## src/rtl/instr_fetch.sv

```systemverilog
// Instruction fetch unit: reads opcode and operand bytes from the
// instruction RAM and hands one complete instruction per handshake.
module instr_fetch (
    input  logic        clk,
    input  logic        rst_n,
    input  logic        start,
    output logic        read_IRAM,
    output logic [7:0]  addr,
    input  logic [7:0]  instr_in,
    output logic        instr_valid,
    input  logic        instr_ready,
    output logic [7:0]  opcode,
    output logic [15:0] operand,
    input  logic        branch_taken,
    output logic        busy,
    output logic        halted
);

    localparam logic [7:0] OP_LDAC  = 8'd4;
    localparam logic [7:0] OP_JPNZ  = 8'd42;
    localparam logic [7:0] OP_ENDOP = 8'd46;

    typedef enum logic [3:0] {
        S_IDLE,
        S_OP_REQ,
        S_OP_WAIT,
        S_B1_REQ,
        S_B1_WAIT,
        S_B2_REQ,
        S_B2_WAIT,
        S_ISSUE,
        S_HALT
    } state_t;

    state_t      state;
    state_t      state_nx;
    logic [7:0]  pc;
    logic [7:0]  pc_nx;
    logic [7:0]  addr_q;
    logic        is_req;

    // Next-state and program-counter selection
    always_comb begin
        state_nx = state;
        pc_nx    = pc;
        unique case (state)
            S_IDLE, S_HALT: begin
                if (start) begin
                    pc_nx    = 8'd0;
                    state_nx = S_OP_REQ;
                end
            end
            S_OP_REQ: begin
                pc_nx    = pc + 8'd1;
                state_nx = S_OP_WAIT;
            end
            S_OP_WAIT: begin
                if (instr_in == OP_LDAC || instr_in == OP_JPNZ)
                    state_nx = S_B1_REQ;
                else
                    state_nx = S_ISSUE;
            end
            S_B1_REQ: begin
                pc_nx    = pc + 8'd1;
                state_nx = S_B1_WAIT;
            end
            S_B1_WAIT: begin
                if (opcode == OP_LDAC)
                    state_nx = S_B2_REQ;
                else
                    state_nx = S_ISSUE;
            end
            S_B2_REQ: begin
                pc_nx    = pc + 8'd1;
                state_nx = S_B2_WAIT;
            end
            S_B2_WAIT: begin
                state_nx = S_ISSUE;
            end
            S_ISSUE: begin
                if (instr_ready) begin
                    if (opcode == OP_ENDOP) begin
                        state_nx = S_HALT;
                    end else begin
                        if (opcode == OP_JPNZ && branch_taken)
                            pc_nx = operand[7:0];
                        state_nx = S_OP_REQ;
                    end
                end
            end
            default: begin
                state_nx = S_IDLE;
            end
        endcase
    end

    // Status and RAM-side outputs decoded from the current state
    always_comb begin
        is_req = (state == S_OP_REQ) || (state == S_B1_REQ) ||
                 (state == S_B2_REQ);
        read_IRAM   = is_req;
        addr        = is_req ? pc : addr_q;
        instr_valid = (state == S_ISSUE);
        busy        = (state != S_IDLE) && (state != S_HALT);
        halted      = (state == S_HALT);
    end

    // State, program counter and held RAM address
    always_ff @(posedge clk or negedge rst_n) begin
        if (!rst_n) begin
            state  <= S_IDLE;
            pc     <= 8'd0;
            addr_q <= 8'd0;
        end else begin
            state <= state_nx;
            pc    <= pc_nx;
            if (is_req)
                addr_q <= pc;
        end
    end

    // Capture RAM bytes into the instruction being assembled
    always_ff @(posedge clk or negedge rst_n) begin
        if (!rst_n) begin
            opcode  <= 8'd0;
            operand <= 16'd0;
        end else begin
            unique case (state)
                S_OP_WAIT: begin
                    opcode  <= instr_in;
                    operand <= 16'd0;
                end
                S_B1_WAIT: operand[7:0]  <= instr_in;
                S_B2_WAIT: operand[15:8] <= instr_in;
                default: ;
            endcase
        end
    end

endmodule
```

## config.mk

```make
export PLATFORM = sky130hd
export DESIGN_NAME = instr_fetch
export DESIGN_NICKNAME = d
export VERILOG_FILES = /design/src/rtl/instr_fetch.sv
export SDC_FILE = /design/constraint.sdc
export NUM_CORES = 1
export LEC_CHECK = 0
export ABC_AREA = 1
export BUFFER_PORTS_ARGS = -buffer_cell sky130_fd_sc_hd__clkbuf_2
export CORE_MARGIN = 1
export CORE_UTILIZATION = 53
export CTS_CLUSTER_DIAMETER = 80
export DETAILED_ROUTE_END_ITERATION = 10
export PLACE_DENSITY = 0.78
export SLEW_MARGIN = 20
export SYNTH_ARGS = -nofsm -noshare
export SYNTH_HDL_FRONTEND = slang
export SYNTH_SLANG_ARGS = --single-unit
```

## constraint.sdc

```tcl
create_clock -name clk -period 1.8 [get_ports clk]
set_clock_uncertainty 0.1 [all_clocks]
set_input_delay 0.09 -clock clk [delete_from_list [all_inputs] [get_ports clk]]
set_output_delay 0.09 -clock clk [all_outputs]
set_load 0.01 [all_outputs]
```

* After elaboration in Yosys (flattened, before gate mapping)
Cells that the tools add are included.
** Cells by class
- $lt $le $gt $ge :: 0
- Equal/unequal tests :: 18
- Shift operators :: 0
- Multipliers :: 0
- Add/sub/neg operators :: 1
- Bitwise logic cells :: 0
- Reduce and logical (&&, ||, !) cells :: 14
- Divide/modulo/power cells :: 0
- Muxes and demuxes :: 14
** Operator list (count)
- 8-bit 2-to-1 mux :: 5
- 4-bit case mux with 8 select lines :: 1
- 8-bit case mux with 2 select lines :: 2
- 8-bit by 6-bit == test with 1-bit output, second input constant :: 3
- 8-bit case mux with 3 select lines :: 1
- 4-bit by 3-bit == test with 1-bit output, second input constant :: 4
- 8-bit by 3-bit == test with 1-bit output, second input constant :: 2
- 4-bit 2-to-1 mux :: 3
- 8-bit by 1-bit adder with 8-bit output, second input constant :: 1
- 4-bit by 2-bit == test with 1-bit output, second input constant :: 2
- 5-bit AND reduction :: 1
- 4-bit by 1-bit == test with 1-bit output, second input constant :: 1
- 4-bit == test, second input constant :: 1
- 4-bit zero test :: 1
- 2-bit by 1-bit inequality test with 1-bit output, second input constant :: 2
- 2-bit inequality test, second input constant :: 2
- 4-bit inequality test, second input constant :: 1
- 2-bit nonzero test :: 2
- 4-bit nonzero test :: 1
- 1-bit logical OR :: 3
- 3-bit 2-to-1 mux :: 1
- 3-bit nonzero test :: 1
- 3-bit OR reduction :: 1
- 1-bit logical AND :: 2
- 3 further kinds :: 3
** Storage, ports and cells
- Output and inout bits :: 36
- Memory bits (read-only) :: 0
- RAM bits :: 0
- Input port bits :: 13
- Latch bits :: 0
- Bits in registers :: 44
- Memories kept :: 0

* Depth between registers and ports, before layout
Gate-level depths: netlist of run 1.
- Depth after elaboration :: 6
- Gate-level depth with buffers :: 10
- Mapped depth without buffers :: 9

* Least setup slack after synthesis of run 1
No wires, ideal clock.
- Path kind :: reg2reg
- From :: register state[1]
- To :: register addr_q[0]
- Setup slack :: 0.385 ns
- Data required time :: 1.552 ns
- Buffers on the path :: 1
- Setup time :: 0.148 ns
- Arrival :: 1.167 ns
- Cell stages (with the launch flop) :: 5
- Cell sequence :: dfrtp_1 > nand2_1 > nand3_4 > buf_2 > o21ai_0
** Between the ends
- Longest elaborated chain between the ends :: 4
- Elaborated cells on any way between the ends :: 6
- Those cells by class :: eq/ne: 3; mux: 1; reduce/logical: 2
** Ends and longest elaborated chain
- start, declared :: RTL line 35 : state_t state;
- start signal, assigned :: RTL line 115 : state <= state_nx;
- 4-bit by 1-bit == test with 1-bit output or 4-bit by 2-bit == test with 1-bit output (tied branches) :: RTL line 99 : is_req = (state == S_OP_REQ) || (state == S_B1_REQ) ||
- 1-bit logical OR :: RTL line 99
- 1-bit logical OR * :: RTL line 99
- 8-bit 2-to-1 mux *
- via addr[0] :: RTL line 8 : output logic [7:0] addr,
- end signal, assigned :: RTL line 118 : addr_q <= pc;
- end, declared :: RTL line 39 : logic [7:0] addr_q;
The timed path passes the listed nets; every way through them passes the cells marked *.
A chain may end at the register's enable or synchronous reset.

* Worst setup path in the final report of run 1
- From :: register state[1]
- To :: output port addr[7]
** Between the ends
- Longest elaborated chain between the ends :: 4
- Elaborated cells on any way between the ends :: 6
- Those cells by class :: eq/ne: 3; mux: 1; reduce/logical: 2
** Ends and longest elaborated chain (RTL line)
- 4-bit by 1-bit == test with 1-bit output or 4-bit by 2-bit == test with 1-bit output (tied branches) :: 99
- 1-bit logical OR :: 99
- 1-bit logical OR * :: 99
- 8-bit 2-to-1 mux *
- end, declared :: 8
Every way passes the cells marked *; elsewhere a longest branch is shown, timed or not.

==> metrics.txt, run 1 <==
Startpoint Class=register; HPWL Detailed=approximately 3.4 mm; Vias=1,924; power density over cell area=between 1500 and 2000 nW/µm²; most used cell, CP=nor2_1; clk sinks=44; Final Net Count=339; Routed Wire Length=4.93 mm; Min-Delay Endpoint=state[0]$_DFFE_PN0P_; placed insts=362; element type at the critical path end=output pin; Starting Density=0.570; Hold Startpoint=instr_ready; Worst-path clk slew=80 ps; Synth area leader=dfrtp_1; Fin Setup TNS=0 ps; Mapped Area=2160 µm²; reg2reg start=state[2]$_DFFE_PN0P_; mux cell area share after synthesis=0; final core occ=0.689; FILL cells=329; Crit Path Max Fanout=11; Critical path buffers and inverters=2; f_max=603 MHz; Hold Crit Depth=4; drt pass-1 iters=4; RePlAce Congestion=0.808; slowest stage cell, crit path=dfrtp_2; reg-to-reg setup timing slack=200 ps; status=finished, final reports clean; critical path type=register to output pin; Max clock buf depth=2; fin cells=374; Warnings, synthesis=0; reg2reg path depth=5; post-route minimum period=1660 ps; Total GRT Usage=0.256; Area Overhead vs Synth=20.9%; overall power=about 0.0046 W; GRT Residual Overflow=0; Root Driver=clkbuf_8; LEAKAGE=1.39 nW; I/O Buffers=48; Die W=65.9 µm; worst reg2reg path endpoint=operand[4]$_DFFE_PN0P_; Top-Level Pins=49; CTS tree=built; Req. time, crit path=1610 ps; Adder-Cell Fraction of Synth Area=0.00578; Synth Net Count=285; Slew @ Worst Pin=560 ps; Setup-failing EPs final=0; vias in the first global route=1,795; Netlist cell types=26; Ant. Diodes=0; area share of xor/xnor cells in the synthesized design=0.00405; largest family of logic cells by synthesized area=simple AND/OR/NAND/NOR gates; Synth top area share=0.509; DIE AREA=between 4000 and 5000 µm²; layout cells sized above 1=0.255; Crit path arrival time=1470 ps; Avg Vias per Cell=5.14; Clk Latency, worst-skew pair=300 ps; core area=3800 µm²; critical path's top delay family=flip-flops; Synth Area in Simple Gates=0.314; Die Ht=~66 µm; Max Cap Viol=0; final hold vios=0; Max VDD drop=between 0.9 and 1 mV; min-delay worst type=primary input to register; global-route wire length before repair=between 8 and 9 mm; total CTS buffers=5; CP Cell Sequence=nand2_4 > nand3_4 > inv_8 > nor2_1 > nor2_1 > clkbuf_2; wire per inst=13.2 µm; initial antenna violation count=0; Final period util=0.921; Max Slew Vio Count=0; Seq cells post-synth=44; average size of a mapped cell=7.99 µm²; CP max stage delay=about 470 ps; Final ANT Viol Nets=0; DRC viols=0; RSZ-0062 raised after global routing=no; largest net degree at the start of global routing=45; Synth area leaders=dfrtp_1, nand2_1, o21ai_0; Max transition margin=0.627; Synth Area in Compound Gates=0.0908; Reg area=between 1000 and 1500 µm²; H-Tree Depth=2; area of the multi-input gates=916 µm²; Site Rows=22; initial DRC count=around 200; cells after synthesis=271; post-synthesis sequential area ratio=0.509
## how the worst max path moves through the flow
stage | end | start | depth (start not counted) | slack, ps
finish | addr[7] | state[1]$_DFFE_PN0P_ | 6 | 140
global route | operand[4]$_DFFE_PN0P_ | state[2]$_DFFE_PN0P_ | 5 | 10
CTS | addr[5] | state[0]$_DFFE_PN0P_ | 5 | 20
detailed placement | addr[7] | state[1]$_DFFE_PN0P_ | 6 | 230
global placement | addr[5] | state[1]$_DFFE_PN0P_ | 6 | 240
floorplan | addr_q[0]$_DFF_PN0_ | state[1]$_DFFE_PN0P_ | 4 | 390
## layer usage
metal | vias to the layer above | wire length [µm] | GRT usage | share of wire
li1 | 981 | - | - | -
met2 | 59 | 2340 | 0.427 | 0.47
met1 | 881 | 2330 | 0.333 | 0.47
met5 | - | 0 | 0 | 0
met4 | 0 | 33 | 0.0625 | 0.0067
met3 | 3 | 232 | 0.0586 | 0.047
## state kept, by name, indices dropped and copies added (netlist names)
register	cells
state	4
pc	8
addr_q	8
operand	16
opcode	8
## layout by cell type, fill, tap and decap left out, types with 2 or more instances in the layout
master and instances:
clkbuf_2 48, o22ai_1 2, nor2_4 2, nand4_1 2, nand3_4 2, inv_1 25
nand2_2 5, nor2_1 20, clkbuf_8 5, dfrtp_2 3, nand3_2 2, o21ai_0 33
nor2_2 2, nand3_1 28, nand2_4 2, nand2_1 84, dfrtp_1 41, buf_4 4
## cell type report
type                    instances  area share
clock inverters                 3      0.0177
inverters                      29      0.0459
flip-flops and latches         44       0.422
well taps                      48      0.0230
repair buffers                 54       0.115
clock buffers                   5      0.0263
multi-input cells             191       0.350
## per-stage QoR
step	setup slack [ps]	hold WS [ps]	area (µm²)
floorplan	385	-306	2160
global placement	242	102	2440
detailed placement	231	102	2440
CTS	18.5	4.89	2600
global route	13.5	20.4	2620
finish	142	16.1	2620
## power by group
| part | total (W) | switching, W | internal (W) |
|---|---|---|---|
| registers | 0.00172 | 0.000342 | 0.00138 |
| logic | 0.00214 | 0.00134 | 0.000800 |
| clock network | 0.000778 | 0.000360 | 0.000418 |
## Yosys cell counts (all sizes together)
| library cell | count |
|---|---|
| a22o | 1 |
| nor2 | 24 |
| o22ai | 2 |
| nand4 | 2 |
| inv | 28 |
| nand3 | 31 |
| nor3 | 1 |
| buf | 8 |
| a21oi | 1 |
| ha | 1 |
| nand2 | 91 |
| xnor2 | 1 |
| dfrtp | 44 |
| o21ai | 34 |
| nor4 | 1 |
| clkinv | 1 |
## worst reg2reg max path, stage by stage, from the launching register on
cell and delay, ps:
dfrtp_1 430, inv_1 110, nor2_1 230, nand2_1 330
nand3_1 180, o21ai_0 100
## cell families (layout without fill, tap and decap cells)
| kind of cell | after synthesis | count (layout) |
|---|---|---|
| AOI/OAI and AO/OA | 38 | 38 |
| and+or+nand+nor | 150 | 151 |
| xor gates and xnor gates | 1 | 1 |
| buffers and inverters | 37 | 91 |
| DFF | 44 | 44 |
| adders and majority gates | 1 | 1 |
## timing repair
item,in CTS,in global routing
cloned,1,0
resized for setup,4,6
hold buffers,1,0
endpoints found under the hold margin,44,0
setup buffers,2,0
endpoints found under the setup margin,4,6
No activity file was read; power rests on OpenSTA's default activity.
==> inputs of run 2 (changes only) <==
Settings changed: CORE_UTILIZATION 53 to 48, PLACE_DENSITY 0.78 to 0.75.
Clock period 1.8 ns to 1.4 ns, I/O delays scaled along.
==> run 2 against run 1 <==
- global-route usage decreased by 0.10 points
- non-clock buffer count increased by 40
- critical path depth decreased by 1
- the run now ends with negative hold slack, negative setup slack left
- worst hold slack got worse by 27 ps
- count of clock-buffer cells in the layout unchanged
- core utilization increased by 2.5 points
- critical path type unchanged
- die area increased by 10%
- sequential share of layout area decreased by 6.7 points
- critical endpoint is now addr[0]
- design area increased by 19%
- register-to-register slack got worse by 400 ps
- clock power increased by 30%
- sequential power increased by 23%
==> metrics.txt, run 2 (synthesis results as in run 1) <==
status=complete, but fails checks; violated checks=negative hold slack, negative setup slack; Max clock buf depth=2; H-Tree Depth=2; Final period util=1.15; I/O Buffers=48; initial antenna violation count=0; commonest cells after routing, fill and taps aside=nand2_1, dfrtp_1, clkbuf_2, nand3_1, buf_4; Final Net Count=378; final core occ=0.714; power density over cell area=2360 nW/µm²; core area=4350 µm²; Worst-path clk slew=80 ps; DP Area=roughly 2700 µm²; GRT Residual Overflow=0; wire per inst=14.3 µm; vias in the first global route=2,142; Ant. Diodes=0; Root Driver=clkbuf_8; f_max=618 MHz; critical path type=register to output pin; number of flip-flops in the largest register=16; reg-to-reg setup timing slack=-200 ps; RePlAce Congestion=0.856; global-route wire length before repair=9.63 mm; fin cells=417; largest reg by FF count=operand; DIE AREA=4780 µm²; min-delay worst type=primary input to register; Slew @ Worst Pin=234 ps; Die W=69.2 µm; element type at the critical path end=output pin; final setup margin=-217 ps; most common cell after layout, fill and taps aside=nand2_1; Fin Setup TNS=-4460 ps; placed insts=just under 400; Setup-failing EPs final=43; Req. time, crit path=between 1000 and 1500 ps; Clk Latency, worst-skew pair=roughly 300 ps; post-route minimum period=around 1600 ps; Max Cap Viol=0; largest net degree at the start of global routing=45; Max Slew Vio Count=0; Area Overhead vs Synth=43.5%; Vias=approximately 2,200; CTS tree=built; DRC viols=0; final hold vios=2; Crit Path Max Fanout=12; Max VDD drop=1.31 mV; HPWL Detailed=3.75 mm; clk sinks=44; initial DRC count=127; LEAKAGE=1.65 nW; Final ANT Viol Nets=0; drt pass-1 iters=4; final instance area=3110 µm²; Avg Vias per Cell=5.18; Total GRT Usage=0.255; Starting Density=0.497; Startpoint Class=register; RSZ-0062 raised after global routing=yes; Top-Level Pins=49; final hold slack=-11.1 ps; Site Rows=24; layout cells sized above 1=0.375; Routed Wire Length=about 6 mm; total CTS buffers=5; Max transition margin=0.842; Crit path arrival time=1450 ps; Die Ht=about 69 µm
==> run 2: per-layer routing <==
metal	vias up	track usage	wire length [µm]
met3	14	0.0409	249
met1	1027	0.307	2450
met5	-	0	0
met4	0	0.0998	131
met2	64	0.452	3110
li1	1054	-	-
==> run 2: area by class of cell <==
class / count / area [µm²]
Fill cell: 329 / 1250
Sequential cell: 44 / 1100
Multi-Input combinational cell: 190 / 1000
Timing Repair Buffer: 94 / 704
Inverter: 29 / 119
Clock buffer: 5 / 68.8
Tap cell: 52 / 65.1
Clock inverter: 3 / 47.5
==> run 2: final timing paths <==
kind                                       from                      to  depth (start not counted)
max reg2reg                state[1]$_DFFE_PN0P_       pc[4]$_DFFE_PN0P_                         10
max                        state[1]$_DFFE_PN0P_                 addr[0]                          5
min                                 instr_in[0]  operand[0]$_DFFE_PN0P_                          3
max in group asynchronous                 rst_n    state[1]$_DFFE_PN0P_                          3
min reg2reg                 addr_q[3]$_DFF_PN0_     addr_q[3]$_DFF_PN0_                          2
min in group asynchronous                 rst_n       pc[2]$_DFFE_PN0P_                          3
==> run 2: repair_timing <==
action	CTS	global route
gates resized for setup	33	32
cloned	1	1
hold buffers	3	0
pin swaps	6	11
setup buffers	10	4
endpoints found under the setup margin	29	48
hold endpoints to repair	48	0
==> run 2: critical path, stage by stage (launching register included) <==
cell and delay, ps:
dfrtp_2 460, nand2_4 100, nand3_4 120, buf_12 170, o21ai_2 130, clkbuf_2 160
==> run 2: report_power, final <==
part           switching, W  internal [W]  leakage, nW
Combinational       0.00228       0.00193         1.03
Sequential         0.000345       0.00177        0.568
Clock              0.000470      0.000538       0.0583
Total               0.00309       0.00423         1.65
==> run 2: per-stage QoR <==
stage | setup WS, ps | total power [W] | hold WS, ps
global placement | -13.3 | 0.00526 | -28.4
finish | -217 | 0.00733 | -11.1
CTS | -188 | 0.00688 | 0.0795
global route | -283 | 0.00784 | 16.2
detailed placement | -77.2 | 0.00536 | -30.8
floorplan | -14.8 | 0.00399 | -326
